===== src/rtl/decodificador_2a4_reg.sv =====
// rtl/decodificador_2a4_reg.sv - registered 2-to-4 decoder with valid/ready handshakes and error counting
// Optional feature macro ERR_LOCK_EN: lock the input after LOCK_THRESH consecutive error beats.
module decodificador_2a4_reg #(
    parameter int CNT_W       = 8,
    parameter int LOCK_THRESH = 3
) (
    input  logic             clk,
    input  logic             rst_n,
    input  logic             in_valid,
    output logic             in_ready,
    input  logic             S_1,
    input  logic             S_0,
    input  logic             E,
    output logic             out_valid,
    input  logic             out_ready,
    output logic             A,
    output logic             B,
    output logic             C,
    output logic             D,
    output logic             err,
    output logic [CNT_W-1:0] err_count
);

    if (LOCK_THRESH < 1 || LOCK_THRESH > (2 ** CNT_W) - 1) begin : g_bad_thresh
        $error("LOCK_THRESH out of range");
    end

`ifdef ERR_LOCK_EN
    typedef enum logic [1:0] {ST_EMPTY, ST_FULL, ST_LOCKED} state_t;
    localparam int CW = $clog2(LOCK_THRESH + 1);
    localparam logic [CW-1:0] LOCK_MAX = CW'(LOCK_THRESH);
    logic [CW-1:0] consec_q, consec_d;
    logic          lock_pending;
`else
    typedef enum logic [0:0] {ST_EMPTY, ST_FULL} state_t;
`endif

    localparam logic [CNT_W-1:0] CNT_MAX = '1;

    state_t           state_q, state_d;
    logic [4:0]       data_q, data_d;      // {A, B, C, D, err}
    logic [CNT_W-1:0] err_count_q, err_count_d;
    logic             accept, drain;

    assign out_valid = (state_q == ST_FULL);
    assign {A, B, C, D, err} = data_q;
    assign err_count = err_count_q;

`ifdef ERR_LOCK_EN
    // The held beat completed the error run: no more words until it leaves and we lock.
    assign lock_pending = out_valid && (consec_q == LOCK_MAX);
    assign in_ready = (state_q != ST_LOCKED) && !lock_pending && (!out_valid || out_ready);
`else
    assign in_ready = !out_valid || out_ready;
`endif

    assign accept = in_valid && in_ready;
    assign drain  = out_valid && out_ready;

    always_comb begin
        data_d      = data_q;
        err_count_d = err_count_q;
        if (accept) begin
            if (E) begin
                data_d = 5'b00001;
                if (err_count_q != CNT_MAX) begin
                    err_count_d = err_count_q + 1'b1;
                end
            end else begin
                case ({S_1, S_0})
                    2'b00:   data_d = 5'b10000;
                    2'b01:   data_d = 5'b01000;
                    2'b10:   data_d = 5'b00100;
                    default: data_d = 5'b00010;
                endcase
            end
        end else if (drain) begin
            data_d = 5'b00000;
        end
    end

`ifdef ERR_LOCK_EN
    always_comb begin
        consec_d = consec_q;
        if (accept) begin
            if (!E) begin
                consec_d = '0;
            end else if (consec_q != LOCK_MAX) begin
                consec_d = consec_q + 1'b1;
            end
        end
    end
`endif

    always_comb begin
        state_d = state_q;
        case (state_q)
            ST_EMPTY: begin
                if (accept) begin
                    state_d = ST_FULL;
                end
            end
            ST_FULL: begin
                if (drain && !accept) begin
`ifdef ERR_LOCK_EN
                    state_d = lock_pending ? ST_LOCKED : ST_EMPTY;
`else
                    state_d = ST_EMPTY;
`endif
                end
            end
            default: state_d = state_q;
        endcase
    end

    always_ff @(posedge clk or negedge rst_n) begin
        if (!rst_n) begin
            state_q     <= ST_EMPTY;
            data_q      <= '0;
            err_count_q <= '0;
`ifdef ERR_LOCK_EN
            consec_q    <= '0;
`endif
        end else begin
            state_q     <= state_d;
            data_q      <= data_d;
            err_count_q <= err_count_d;
`ifdef ERR_LOCK_EN
            consec_q    <= consec_d;
`endif
        end
    end

endmodule


===== config.mk =====
export PLATFORM = sky130hd
export DESIGN_NAME = decodificador_2a4_reg
export DESIGN_NICKNAME = d
export VERILOG_FILES = /design/src/rtl/decodificador_2a4_reg.sv
export SDC_FILE = /design/constraint.sdc
export NUM_CORES = 1
export LEC_CHECK = 0
export ABC_AREA = 1
export CORE_AREA = 2 2 43 45
export DETAILED_ROUTE_END_ITERATION = 7
export DIE_AREA = 0 0 45 47
export HOLD_SLACK_MARGIN = 0.05
export PLACE_DENSITY_LB_ADDON = 0.1
export SYNTH_ARGS = -nofsm -noshare
export SYNTH_HDL_FRONTEND = slang
export SYNTH_SLANG_ARGS = --single-unit

===== constraint.sdc =====
create_clock -name clk -period 2.9 [get_ports clk]
set_input_delay 0.725 -clock clk [delete_from_list [all_inputs] [get_ports clk]]
set_output_delay 0.725 -clock clk [all_outputs]
set_load 0.02 [all_outputs]

# ---- After elaboration in Yosys (flattened, before gate mapping)
# Cells that the tools add are included.
# W data, S select, Z words.
dict set report classes {
  bitwise_logic 1
  reduce_logical 9
  n_mux 7
  add_sub_neg 1
  eq_ne 3
}
# op n
set ops {}
lappend ops {{$mux W5} 3}
lappend ops {{$pmux W5 S3} 1}
lappend ops {{$add A8 B1 Y8 const B} 1}
lappend ops {{$ne A8 B8 Y1 const B} 1}
lappend ops {{$logic_and A1 B1 Y1} 3}
lappend ops {{$reduce_and A3 Y1} 1}
lappend ops {{$eq A2 B1 Y1 const B} 1}
lappend ops {{$eq A2 B2 Y1 const B} 1}
lappend ops {{$logic_not A1 Y1} 2}
lappend ops {{$logic_not A2 Y1} 1}
lappend ops {{$mux W1} 2}
lappend ops {{$pmux W1 S2} 1}
lappend ops {{$reduce_bool A2 Y1} 1}
lappend ops {{$logic_or A1 B1 Y1} 1}
lappend ops {{$not A1 Y1} 1}
dict set report totals {
  wordCells 24
  register_bits 14
  out_inout_bits 15
  input_bits 7
}

# ---- Logic depth before layout (Yosys ltp)
# Gate-level depths: netlist of run 1.
dict set report depth {
  word_depth 7
  mapped_depth 7
  mapped_depth_nobuf 7
}

# ---- Worst setup path before layout of run 1
# Ideal clock, no wire load.
dict set report synth_timing {
  kind {input port to output port}
  from {in out_ready}
  to {out in_ready}
  path_buffers 0
  t_required_ns 2.175
  t_arrival_ns 0.909
  slack_ns 1.266
  cell_stages 2
  cell_sequence {inv_1 nand2_2}
}
dict set report synth_via {
  elab_chain_len 1
}
# element line
set synth_rtl {}
lappend synth_rtl {{start: declaration} 15} ;# input logic out_ready,
lappend synth_rtl {{$logic_or A1 B1 Y1} 54} ;# assign in_ready = !out_valid || out_ready;
lappend synth_rtl {{end: declaration} 10} ;# output logic in_ready,
# Every way passes these cells.

# ---- Worst setup path in the final report of run 1
# Same ends and word-level chain as after synthesis.

==> metrics.md, run 1 <==
| Metric | Value |
|---|---|
| Top-count cell post-synth | nand2_1 |
| Fin crit period | 2.69 ns |
| Critical path fanouts, max | 3 |
| Total gr overflow | 0 |
| Unique masters post-synth | 16 |
| Syn avg cell area | 7.71 um^2 |
| Largest net degree at the start of global routing | 15 |
| Mapped Nets | 107 |
| Prevailing post-synth register cell | dfrtp_1 |
| Initial antenna violation count | 0 |
| Setup WS pre-CTS | 0.211 ns |
| Status | completed |
| Setup bufs post-CTS | 0 |
| Clock Skew | 0.00478 ns |
| Synth area leaders | dfrtp_1, nand2_1, nand3_1, inv_1, nor2_1 |
| Bufs on Longest Clock Path | 2 |
| Global-route wire length before repair | 2750 um |
| Pleak | 0.483 nW |
| Mapped cell area | 763 um^2 |
| TNS Setup | 0 ns |
| Post-DR vias/cell | 5.07 |
| Clock sinks | 14 |
| Top Ports | 22 |
| Post-Route WL | about 1600 um |
| Pwr Density | 593 nW/um^2 |
| Endpoint type of the worst setup path | output port |
| Buffers on Ports | 21 |
| Reg clk slew, reported paths | around 0.09 ns |
| WS Path Type | in -> out |
| Initial DRC Count | 6 |
| Synth cell count leaders | nand2_1, dfrtp_1, nand3_1, inv_1, nor2_1 |
| Core ar. | 1650 um^2 |
| TritonCTS buffer count | 3 |
| Final Hold Viols | 0 |
| Setup Viol. Count Final | 0 |
| Residual DRC | 0 |
| Drt pass-1 iters | 4 |
| Area leader, netlist | dfrtp_1 |
| Worst path arrival time | 1.96 ns |
| Max Transition Viols Final | 0 |
| Seq/Total Area, Yosys | a little under half |
| Via count | about 720 |
| Yosys warning count | 0 |
| Die Width | 45 um |
| Post-DP HPWL | ~1200 um |
| N_diodes | 0 |
| Hold Buf Count CTS | 0 |
| WL/cell | ~11 um |
| Post-route ant nets | 0 |
| Synth top area share | 45.9% |
| Die Ht | 47 um |
| Proportion of layout cells with a drive suffix above 1 | 11.3% |
| Placer Congestion | 0.822 |
| Clk_lat worst skew | around 0.29 ns |
| Row cnt | 15 |
| Mapped Cells | 99 |
| # Max-Cap Violations | 0 |
| Die area | 2120 um^2 |
| CTS H-Tree Depth | 1 |
| Starting Density | about 46% |
| Register bit total from synthesis | 14 |
| Area Overhead vs Synth | 35.1% |
| Post-cts resize count | 0 |
| CP required | 2.17 ns |
| CTS tree | built |
| GRT Util Overall | between 10% and 20% |
| Root Buffer | clkbuf_4 |
| F_max | between 300 and 400 MHz |
| Min-delay worst type | reg -> reg |
| Slew @ Worst Pin | ~0.62 ns |
| RSZ-0062 raised after global routing | false |
| Slew headroom | 58.2% |
| VDD IR max | 0.451 mV |
| Setup WS post-layout | roughly 0.21 ns |
| Ys async rst share | 100% |
| Startpoint Class | primary input |
| Vias in the first global route | between 600 and 700 |
| Final Cycle Share | approximately 90% |
| Nets | 133 |
| EDFF count, synth | 0 |
==> final cells by class <==
type                    instances  area [um^2]
inverters                      11         41.3
flip-flops and latches         14          350
repair buffers                 21          210
clock buffers                   4         36.3
well taps                      17         21.3
multi-input cells              74          372
fillers                       162          621
==> cells by family after synthesis <==
group / count (synthesis) / share of synthesized area (%)
flip-flops: 14 / 45.9
AO/OA/AOI/OAI: 7 / 5.57
XOR/XNOR: 3 / 3.44
adder cells (fa/ha/maj): 1 / 1.64
AND/OR/NAND/NOR: 63 / 38.0
buffers and inverters: 11 / 5.41
==> per-stage QoR <==
step           cell area (um^2)  power (W)  util [%]  instances  hold slack, ns
3_3_place_gp                995   0.000467      60.2        137           0.487
3_5_place_dp                995   0.000469      60.2        137           0.490
4_1_cts                    1030   0.000612      62.4        141           0.510
2_1_floorplan               763   0.000376         -         99           0.429
5_1_grt                    1030   0.000650      62.4        141           0.541
6_report                   1030   0.000612      62.4        141           0.511
==> metal layers <==
metal  GRT usage (%)  part of all wire [%]
met1            24.3                    47
met2            29.4                    46
met3            3.46                   5.0
met4            8.82                   1.9
met5               0                     0
==> cells in the final DEF, fill, tap and decap left out, types with 2 or more instances in the layout <==
cell	synthesis	routed
a21oi_2	2	2
clkbuf_4	0	3
clkdlybuf4s50_1	0	21
dfrtp_1	14	14
inv_1	10	10
nand2_1	35	35
nand2_2	3	3
nand3_1	13	13
nor2_1	8	8
o21ai_0	3	3
o21ai_1	2	2
xor2_1	3	3
==> state kept, by name (all words and copies together), names as in the netlist <==
signal,count
data_q,5
err_count,8
out_valid,1
==> critical path: stages <==
cell             delay [ns]
clkdlybuf4s50_1        0.48
inv_1                  0.07
nand2_2                0.08
clkdlybuf4s50_1        0.60
==> power by group <==
part           switching [W]  internal, W  total, W
Sequential         0.0000377     0.000225  0.000263
Combinational       0.000110    0.0000923  0.000202
Clock              0.0000703    0.0000765  0.000147
Total               0.000218     0.000394  0.000612
==> final timing paths <==
| kind | from | to | depth (start not counted) | slack [ns] |
|---|---|---|---|---|
| setup / recovery | out_ready | in_ready | 4 | 0.21 |
| setup reg to reg | err_count[0] | err_count[7] | 6 | 1.56 |
| min in group asynchronous | rst_n | out_valid | 1 | 0.81 |
| max in group asynchronous | rst_n | data_q[3] | 1 | 1.68 |
| hold reg to reg | data_q[4] | data_q[4] | 2 | 0.51 |
| hold / removal | data_q[4] | data_q[4] | 2 | 0.51 |
(Power assumes the default switching activity.)
==> run 2, diff against run 1 <==
--- a/config.mk
+++ b/config.mk
@@ -5,10 +5,11 @@
 export SDC_FILE = /design/constraint.sdc
 export NUM_CORES = 1
 export LEC_CHECK = 0
-export ABC_AREA = 1
-export CORE_AREA = 2 2 43 45
+export CORE_AREA = 2 2 41 43
+export CTS_CLUSTER_DIAMETER = 100
+export CTS_CLUSTER_SIZE = 28
 export DETAILED_ROUTE_END_ITERATION = 7
-export DIE_AREA = 0 0 45 47
+export DIE_AREA = 0 0 43 45
 export HOLD_SLACK_MARGIN = 0.05
 export PLACE_DENSITY_LB_ADDON = 0.1
 export SYNTH_ARGS = -nofsm -noshare
==> metrics.md, run 2 <==
| Metric | Value |
|---|---|
| Status | completed (unchanged) |
| Synth Area in Simple Gates | 19.2% (was 38.0%) |
| Clk_lat worst skew | 0.28 ns (was 0.29 ns) |
| Clock sinks | 14 (unchanged) |
| Top Ports | 22 (unchanged) |
| Post-cts resize count | 0 (unchanged) |
| Die Width | 43 um (was 45 um) |
| Die Ht | 45 um (was 47 um) |
| Nets | 89 (was 133) |
| Max FFs per register | 8 (unchanged) |
| Reg clk slew, reported paths | 0.08 ns (was 0.09 ns) |
| Critical path fanouts, max | 6 (was 3) |
| F_max | 372 MHz (about the same) |
| Adder-cell area share of the yosys netlist | 1.98% (was 1.64%) |
| Buffers on Ports | 21 (unchanged) |
| Residual DRC | 0 (unchanged) |
| Post-synthesis mux area share | 5.14% (was 0%) |
| Non-Filler Instances | 96 (was 141) |
| Post-Route WL | 1260 um (was 1570 um) |
| Row cnt | 14 (was 15) |
| Area Overhead vs Synth | 42.1% (was 35.1%) |
| Cells after DPL | 92 (was 137) |
| # Max-Cap Violations | 0 (unchanged) |
| Min-delay worst type | reg -> reg (unchanged) |
| Clock Skew | 0.00282 ns (was 0.00478 ns) |
| Complex-gate fraction of the synthesized area | 10.3% (was 5.57%) |
| Largest net degree at the start of global routing | 15 (unchanged) |
| Starting Density | 43.0% (was 46.2%) |
| Met2 wire length | 504 um (was 719 um) |
| Largest family of logic cells by synthesized area | simple AND/OR/NAND/NOR gates (unchanged) |
| Post-route ant nets | 0 (unchanged) |
| Syn avg cell area | 11.5 um^2 (was 7.71 um^2) |
| Pleak | 0.391 nW (was 0.483 nW) |
| Seq/Total Area, Yosys | 55.3% (was 45.9%) |
| CTS H-Tree Depth | 1 (unchanged) |
| Synth area leaders | dfrtp_1, a32o_1, nand2_1, xnor2_1, mux2_1 (was dfrtp_1, nand2_1, nand3_1, inv_1, nor2_1) |
| Register bit total from synthesis | 14 (unchanged) |
| Commonest non-fill, non-tap cell in the layout | clkdlybuf4s50_1 (was nand2_1) |
| Synth cell count leaders | dfrtp_1, nand2_1, a32o_1, nand3_1, xnor2_1 (was nand2_1, dfrtp_1, nand3_1, inv_1, nor2_1) |
| Top Metal Used | met4 (unchanged) |
| Mapped Nets | 63 (was 107) |
| Via count | 512 (was 715) |
| Setup WS pre-CTS | 0.213 ns (was 0.211 ns) |
| Slowest CP cell | clkdlybuf4s50_1 (unchanged) |
| Drt pass-1 iters | 4 (unchanged) |
| R2r startpoint | err_count[0] (unchanged) |
| GRT Util Overall | 15.1% (was 18.4%) |
| Setup WS post-layout | 0.212 ns (was 0.214 ns) |
| Worst path arrival time | 1.96 ns (about the same) |
| Global-route wire length before repair | 2100 um (was 2750 um) |
| Synth top area share | 55.3% (was 45.9%) |
| Setup bufs post-CTS | 0 (unchanged) |
| Fin crit period | 2.69 ns (about the same) |
| Mapped cell area | 633 um^2 (was 763 um^2) |
| CTS tree | built (unchanged) |
| Yosys warning count | 0 (unchanged) |
| Die area | 1940 um^2 (was 2120 um^2) |
| Root Buffer | clkbuf_4 (unchanged) |
| RSZ-0062 raised after global routing | false (unchanged) |
| Worst path max stage delay | 0.61 ns (was 0.60 ns) |
| Buf+Inv Stages, Crit Path | 2 (was 3) |
| Unique masters post-synth | 22 (was 16) |
| Top-count cell post-synth | dfrtp_1 (was nand2_1) |
| Endpoint type of the worst setup path | output port (unchanged) |
| WL met1 | 604 um (was 744 um) |
| Hold Buf Count CTS | 0 (unchanged) |
| WS Path Type | in -> out (unchanged) |
| Most Frequent Cell on Critical Path | clkdlybuf4s50_1 (unchanged) |
| Critical Path Start | out_ready (unchanged) |
| WL/cell | 13.1 um (was 11.2 um) |
| Pwr Density | 764 nW/um^2 (was 593 nW/um^2) |
| XOR/XNOR share of the synthesized area | 6.92% (was 3.44%) |
| TNS Setup | 0 ns (unchanged) |
| Critical path's top delay family | buffers and inverters (unchanged) |
| Startpoint Class | primary input (unchanged) |
| Setup Viol. Count Final | 0 (unchanged) |
| Cell chain of the critical path | clkdlybuf4s50_1 -> nand2b_2 -> clkdlybuf4s50_1 (was clkdlybuf4s50_1 -> inv_1 -> nand2_2 -> clkdlybuf4s50_1) |
| Ys async rst share | 100% (unchanged) |
| Max Transition Viols Final | 0 (unchanged) |
| Mapped Cells | 55 (was 99) |
| Initial antenna violation count | 0 (unchanged) |
| Core ar. | 1470 um^2 (was 1650 um^2) |
| Slew headroom | 58.2% (about the same) |
| HP Start | data_q[0] (was data_q[4]) |
| EDFF count, synth | 0 (unchanged) |
| Final Hold Viols | 0 (unchanged) |
| Initial DRC Count | 3 (was 6) |
| Final Cycle Share | 92.7% (was 92.6%) |
| Post-DP HPWL | 940 um (was 1170 um) |
| Slew @ Worst Pin | 0.625 ns (about the same) |
| Total gr overflow | 0 (unchanged) |
| CP required | 2.17 ns (about the same) |
| Proportion of layout cells with a drive suffix above 1 | 7.50% (was 11.3%) |
| Routed wl met3 | 118 um (was 78 um) |
| N_diodes | 0 (unchanged) |
| Prevailing post-synth register cell | dfrtp_1 (unchanged) |
| Placer Congestion | 0.747 (was 0.822) |
| Pwr Total | 0.000687 W (was 0.000612 W) |
| Most frequent cells in the layout | clkdlybuf4s50_1, dfrtp_1, nand2_1, a32o_1 (was nand2_1, clkdlybuf4s50_1, dfrtp_1, nand3_1, inv_1) |
| Vias in the first global route | 457 (was 665) |
| Area leader, netlist | dfrtp_1 (unchanged) |
| Bufs on Longest Clock Path | 2 (unchanged) |
| VDD IR max | 0.554 mV (was 0.451 mV) |
| Post-DR vias/cell | 5.33 (was 5.07) |
| TritonCTS buffer count | 3 (unchanged) |
==> run 2: layer usage <==
metal  track usage (%)  vias to the layer above
met5                 0                        -
met4              9.09                        0
met3              4.80                        4
met2              22.4                       21
met1              19.5                      236
li1                  -                      251
==> run 2: report_power, final <==
part	internal, W	total [W]	switching, W
Combinational	0.000125	0.000250	0.000125
Sequential	0.000239	0.000299	0.0000599
Clock	0.0000764	0.000138	0.0000619
Total	0.000441	0.000687	0.000247
==> run 2: cells by family (layout without fill, tap and decap cells) <==
group	after synthesis	after routing
buffers and inverters	2	27
multiplexers	3	3
XOR/XNOR	5	5
adder cells (fa/ha/maj)	1	1
flip-flops	14	14
AND/OR/NAND/NOR	22	22
AO/OA/AOI/OAI	8	8
==> run 2: through the flow <==
| step | cell area (um^2) | hold WS [ns] | util, % |
|---|---|---|---|
| final | 900 | 0.486 | 61.1 |
| after global routing | 900 | 0.520 | 61.1 |
| after CTS | 900 | 0.495 | 61.1 |
| after detailed placement | 863 | 0.475 | 58.7 |
| after global placement | 863 | 0.465 | 58.7 |
| after floorplan | 633 | 0.429 | - |
==> run 2: final timing paths <==
check / endpoint / slack [ns] / cells after the start
hold / removal: data_q[0] / 0.49 / 2
max in group asynchronous: err_count[0] / 1.67 / 1
hold reg to reg: data_q[0] / 0.49 / 2
setup / recovery: in_ready / 0.21 / 3
min in group asynchronous: err_count[4] / 0.83 / 1
setup reg to reg: err_count[1] / 1.42 / 3
==> run 2: tightest hold or removal path, stage by stage, from the launching register on <==
cell and delay [ns]:
dfrtp_1 0.35, nand2_1 0.06, nand2_1 0.05
==> run 2: area by class of cell <==
class | count | area, um^2
clock buffer | 4 | 36.3
timing repair buffer | 21 | 210
fill | 135 | 572
tap | 16 | 20.0
inverter | 2 | 7.51
multi-input combinational | 39 | 275
sequential | 14 | 350
==> run 3, diff against run 2 <==
--- a/config.mk
+++ b/config.mk
@@ -5,13 +5,15 @@
 export SDC_FILE = /design/constraint.sdc
 export NUM_CORES = 1
 export LEC_CHECK = 0
-export CORE_AREA = 2 2 41 43
+export ABC_AREA = 1
+export CORE_AREA = 2 2 43 45
 export CTS_CLUSTER_DIAMETER = 100
 export CTS_CLUSTER_SIZE = 28
 export DETAILED_ROUTE_END_ITERATION = 7
-export DIE_AREA = 0 0 43 45
+export DIE_AREA = 0 0 45 47
 export HOLD_SLACK_MARGIN = 0.05
 export PLACE_DENSITY_LB_ADDON = 0.1
+export SLEW_MARGIN = 20
 export SYNTH_ARGS = -nofsm -noshare
 export SYNTH_HDL_FRONTEND = slang
 export SYNTH_SLANG_ARGS = --single-unit
==> results of run 3 <==
Final layout, timing and power as in run 1 (identical DEF).
==> patch 1 (config.mk and constraints of run 3) <==
The option `ERR_LOCK_EN` is turned on by a define.
--- a/src/rtl/decodificador_2a4_reg.sv
+++ b/src/rtl/decodificador_2a4_reg.sv
@@ -1,4 +1,6 @@
 // rtl/decodificador_2a4_reg.sv - registered 2-to-4 decoder with valid/ready handshakes and error counting
 // Optional feature macro ERR_LOCK_EN: lock the input after LOCK_THRESH consecutive error beats.
+`define ERR_LOCK_EN
+
 module decodificador_2a4_reg #(
     parameter int CNT_W       = 8,
Check against the original RTL: not equivalent (a bounded check fails within 4 cycles, from zero or initial values and one cycle with rst_n low).
==> patch 1 against run 3 <==
Non-clock buffer count did not move; fmax rose by 8.8%; via count rose by 23%; setup slack improved by 220 ps; sequential cell count rose by 3; power rose by 19%; synthesized area rose by 30%; final area rose by 20%; utilization rose by 13 points; register-to-register slack got worse by 300 ps; wire length rose by 41%.
==> patch 1: results (changes against run 3) <==
INFO  metric number_of_buffers_on_the_longest_clock_path = 2 (unchanged)
INFO  metric grt_pass1_vias = 809 (was 665)
INFO  metric r2r_start = consec_q[0]$_DFFE_PN0P_ (was err_count[0]$_DFFE_PN0P_)
INFO  metric detailroute.via_count = 878 (was 715)
INFO  metric critical_path_arrival = 1740 ps (was 1960 ps)
INFO  metric post_cts_clock_slew_at_the_launch_and_capture_registers_of_the_worst_setup_and_hold_paths = 110 ps (was 90 ps)
INFO  metric critical_path_peak_fanout = 2 (was 3)
INFO  metric route.layer.met1.wl = 1010 um (was 744 um)
INFO  metric sequential_fraction_of_the_synthesis_area = 0.429 (was 0.459)
INFO  metric worst_skew_pair_later_pin_latency = 300 ps
INFO  metric largest_register_ff_count = 8 (unchanged)
INFO  metric synth.cells.most_frequent = sky130_fd_sc_hd__nand2_1 (32), sky130_fd_sc_hd__nand3_1 (22), sky130_fd_sc_hd__dfrtp_1 (17) (was sky130_fd_sc_hd__nand2_1 (35), sky130_fd_sc_hd__dfrtp_1 (14), sky130_fd_sc_hd__nand3_1 (13))
INFO  metric hold_path_startpoint = data_q[0]$_DFFE_PN0P_ (was data_q[4]$_DFFE_PN0P_)
INFO  metric relSlewSlack = 0.492 (was 0.582)
INFO  metric post_synth_num_cell_types = 19 (was 16)
INFO  metric yosysWarnings = 0 (unchanged)
INFO  metric global_route_wire_length_before_repair = 3510 um (was 2750 um)
INFO  metric leak_pwr = 0.000655 uW (was 0.000483 uW)
INFO  metric drive_gt1_frac = 0.0972 (was 0.113)
INFO  metric route.detailed.wl_per_inst = 13.8 um (was 11.2 um)
INFO  metric ir_drop = 0.545 mV (was 0.451 mV)
INFO  metric place_hpwl = 1560 um (was 1170 um)
INFO  metric num_antenna_cells = 0 (unchanged)
INFO  metric detail_route.iter0.violations = 10 (was 6)
INFO  metric htreeDepth = 1 (unchanged)
INFO  metric grt_max_degree = 18 (was 15)
INFO  metric fill_cells = 121 (was 162)
INFO  metric skew = 10.1 ps (was 4.78 ps)
INFO  metric postSynthNetCount = 129 (was 107)
INFO  metric place.gp.congestion = 0.834 (was 0.822)
INFO  metric placement.io_buffers = 21 (unchanged)
INFO  metric finalNetCount = 154 (was 133)
INFO  metric status = finished, final reports clean (unchanged)
INFO  metric ys_top_cells_by_area = sky130_fd_sc_hd__dfrtp_1 (43%), sky130_fd_sc_hd__nand2_1 (12%), sky130_fd_sc_hd__nand3_1 (11%), sky130_fd_sc_hd__o21bai_1 (6.8%), sky130_fd_sc_hd__inv_1 (5.3%) (was sky130_fd_sc_hd__dfrtp_1 (46%), sky130_fd_sc_hd__nand2_1 (17%), sky130_fd_sc_hd__nand3_1 (8.5%), sky130_fd_sc_hd__inv_1 (4.9%), sky130_fd_sc_hd__nor2_1 (3.9%))
INFO  metric met2_wirelength = 1100 um (was 719 um)
INFO  metric grt_use_total = 0.229 (was 0.184)
INFO  metric wl_met3 = 82 um (was 78 um)
-- patch 1: cell type report --
type | count | area, sq um | share of cell area
multi-input cells | 86 | 493 | 0.397
flip-flops and latches | 17 | 425 | 0.343
repair buffers | 21 | 213 | 0.171
inverters | 16 | 62.6 | 0.0504
clock buffers | 4 | 26.3 | 0.0212
well taps | 17 | 21.3 | 0.0171
-- patch 1: where the power goes --
group / total [uW] / internal (uW) / switching, uW / leakage, uW
clock network: 131 / 53.6 / 77.3 / 0.0000150
logic: 288 / 115 / 173 / 0.000454
registers: 310 / 279 / 30.9 / 0.000186
-- patch 1: logic make-up after synthesis --
group                      synth area share
and+or+nand+nor                       0.340
buffers and inverters                0.0744
DFF                                   0.429
AOI/OAI and AO/OA                     0.105
xor gates and xnor gates             0.0265
adders and majority gates            0.0252
-- patch 1: path summary, 6_finish.rpt --
check / end / slack, ps / cells past startpoint
max: in_ready / 430 / 4
min: data_q[0]$_DFFE_PN0P_ / 510 / 2
max reg2reg: err_count[5]$_DFFE_PN0P_ / 1260 / 8
min reg2reg: data_q[0]$_DFFE_PN0P_ / 510 / 2
max in group asynchronous: err_count[2]$_DFFE_PN0P_ / 1550 / 1
min in group asynchronous: data_q[4]$_DFFE_PN0P_ / 860 / 1
-- patch 1: critical path, cell delays in order --
cell                              delay [ps]
sky130_fd_sc_hd__clkdlybuf4s50_1         480
sky130_fd_sc_hd__nand2_1                 100
sky130_fd_sc_hd__a21boi_2                180
sky130_fd_sc_hd__dlymetal6s2s_1          260
-- patch 1: metal layers --
metal | up-vias | GRT usage
met4 | 0 | 0.0706
met3 | 4 | 0.0346
met5 | - | 0
met1 | 410 | 0.307
met2 | 26 | 0.383
li1 | 438 | -
-- patch 1: timing repair --
item                                    in CTS  in global routing
endpoints found under the setup margin       0                  1
gates resized for setup                      0                  1
hold endpoints to repair                     0                  0
-- patch 1: per-stage QoR --
stage | instances | area [sq um] | total power, uW | setup WS (ps)
after floorplan | 120 | 992 | 497 | 1100
after global placement | 157 | 1210 | 591 | 126
after detailed placement | 157 | 1210 | 605 | 73.0
after CTS | 161 | 1240 | 735 | 69.3
after global routing | 161 | 1240 | 773 | 373
final | 161 | 1240 | 730 | 431
==> patch 2 (config.mk and constraints of run 3) <==
Without the edit above. `data_q` no longer has a reset.
--- a/src/rtl/decodificador_2a4_reg.sv
+++ b/src/rtl/decodificador_2a4_reg.sv
@@ -117,5 +117,4 @@
         if (!rst_n) begin
             state_q     <= ST_EMPTY;
-            data_q      <= '0;
             err_count_q <= '0;
 `ifdef ERR_LOCK_EN
@@ -124,5 +123,4 @@
         end else begin
             state_q     <= state_d;
-            data_q      <= data_d;
             err_count_q <= err_count_d;
 `ifdef ERR_LOCK_EN
@@ -132,4 +130,8 @@
     end
 
+    always_ff @(posedge clk) begin
+        data_q <= data_d;
+    end
+
 endmodule
 
Function: changed (Yosys sat finds a counterexample within 4 cycles, from zero or initial values and one cycle with rst_n low).
==> patch 2 against run 3 <==
Synthesized area shrank 1.3%; critical endpoint unchanged; fmax grew 0.66%; setup slack gained 18 ps; wire length shrank 5.4%; critical path depth is the same; synthesized cell count shrank 8.1%; sequential cell count is the same; critical path type unchanged; power grew 0.98%; final area shrank 0.97%; first-iteration DRC count shrank 33%; cell count shrank 5.7%.
==> patch 2: results (changes against run 3) <==
INFO  metric ir_drop = 0.428 mV (was 0.451 mV)
INFO  metric grt_antenna_before_repair = 0 (unchanged)
INFO  metric final_cells = 133 (was 141)
INFO  metric drive_gt1_frac = 0.138 (was 0.113)
INFO  metric leak_pwr = 0.000471 uW (was 0.000483 uW)
INFO  metric grt_use_total = 0.163 (was 0.184)
INFO  metric ys_top_cells_by_area = sky130_fd_sc_hd__dfrtp_1 (30%), sky130_fd_sc_hd__edfxtp_1 (20%), sky130_fd_sc_hd__nand2_1 (17%), sky130_fd_sc_hd__inv_1 (4.5%), sky130_fd_sc_hd__nand2_4 (4.5%) (was sky130_fd_sc_hd__dfrtp_1 (46%), sky130_fd_sc_hd__nand2_1 (17%), sky130_fd_sc_hd__nand3_1 (8.5%), sky130_fd_sc_hd__inv_1 (4.9%), sky130_fd_sc_hd__nor2_1 (3.9%))
INFO  metric synth_enable_flop_cells = 5 (was 0)
INFO  metric synthArstFlopShare = 0.643 (was 1.00)
INFO  metric postSynthNetCount = 99 (was 107)
INFO  metric wl = 1490 um (was 1570 um)
INFO  metric grt_max_degree = 10 (was 15)
INFO  metric place_hpwl = 1130 um (was 1170 um)
INFO  metric grt_pass1_vias = 580 (was 665)
INFO  metric critPathTopFamily = buffers and inverters (unchanged)
INFO  metric global_route_wire_length_before_repair = 2410 um (was 2750 um)
INFO  metric critical_path_arrival = 1940 ps (was 1960 ps)
INFO  metric detail_route.iter0.violations = 4 (was 6)
INFO  metric relSlewSlack = 0.718 (was 0.582)
INFO  metric post_synth_num_cell_types = 19 (was 16)
INFO  metric status = finished, final reports clean (unchanged)
INFO  metric place.gp.congestion = 0.748 (was 0.822)
INFO  metric placement.io_buffers = 21 (unchanged)
INFO  metric detailroute.via_count = 662 (was 715)
INFO  metric synth.cells.most_frequent = sky130_fd_sc_hd__nand2_1 (34), sky130_fd_sc_hd__dfrtp_1 (9), sky130_fd_sc_hd__inv_1 (9) (was sky130_fd_sc_hd__nand2_1 (35), sky130_fd_sc_hd__dfrtp_1 (14), sky130_fd_sc_hd__nand3_1 (13))
INFO  metric yosysWarnings = 0 (unchanged)
INFO  metric critical_path_peak_fanout = 4 (was 3)
## patch 2: layout make-up
type	instances	area [sq um]	area share
Multi-Input combinational cell	65	332	0.325
Timing Repair Buffer	21	210	0.206
Tap cell	17	21.3	0.0208
Sequential cell	14	375	0.368
Inverter	12	46.3	0.0453
Clock buffer	4	36.3	0.0355
## patch 2: kinds of logic after synthesis
family	Yosys count	synth area share
AOI/OAI and AO/OA	4	0.0365
xor gates and xnor gates	2	0.0233
DFF	14	0.498
adders and majority gates	1	0.0166
and+or+nand+nor	58	0.364
buffers and inverters	12	0.0615
## patch 2: worst register-to-register path, stage by stage (launching register included)
cell and delay [ps]:
sky130_fd_sc_hd__dfrtp_1 430, sky130_fd_sc_hd__ha_1 250, sky130_fd_sc_hd__nand3_2 100, sky130_fd_sc_hd__clkinv_2 100
sky130_fd_sc_hd__a21oi_2 260, sky130_fd_sc_hd__nand2_1 90, sky130_fd_sc_hd__nand2_1 70
## patch 2: per-stage QoR
stage	utilization	worst slack (ps)	hold WS, ps	power (uW)	cell area (sq um)
after floorplan	-	1320	429	388	753
after global placement	0.596	250	536	478	985
after detailed placement	0.596	233	546	482	985
after CTS	0.618	228	571	626	1020
after global routing	0.618	204	623	656	1020
final	0.618	232	567	618	1020
## patch 2: worst paths after layout
path	startpoint	endpoint	slack (ps)	cells after the start
min reg2reg	err_count[7]$_DFFE_PN0P_	err_count[7]$_DFFE_PN0P_	570	2
max reg2reg	err_count[0]$_DFFE_PN0P_	err_count[1]$_DFFE_PN0P_	1540	6
min	err_count[7]$_DFFE_PN0P_	err_count[7]$_DFFE_PN0P_	570	2
max in group asynchronous	rst_n	err_count[0]$_DFFE_PN0P_	1870	1
max	out_ready	in_ready	230	4
min in group asynchronous	rst_n	err_count[1]$_DFFE_PN0P_	730	1
## patch 2: power breakdown
group	switching [uW]	total (uW)	internal [uW]	leakage, uW
clock	64.1	141	76.5	0.0000210
sequential	42.9	279	237	0.000169
combinational	102	198	95.3	0.000281
## patch 2: metal layers
layer	share of wire	track usage	wire, um	vias to the layer above
li1	-	-	-	337
met1	0.43	0.192	634	300
met2	0.50	0.271	738	21
met3	0.061	0.0308	91	4
met4	0.015	0.106	23	0
met5	0	0	0	-
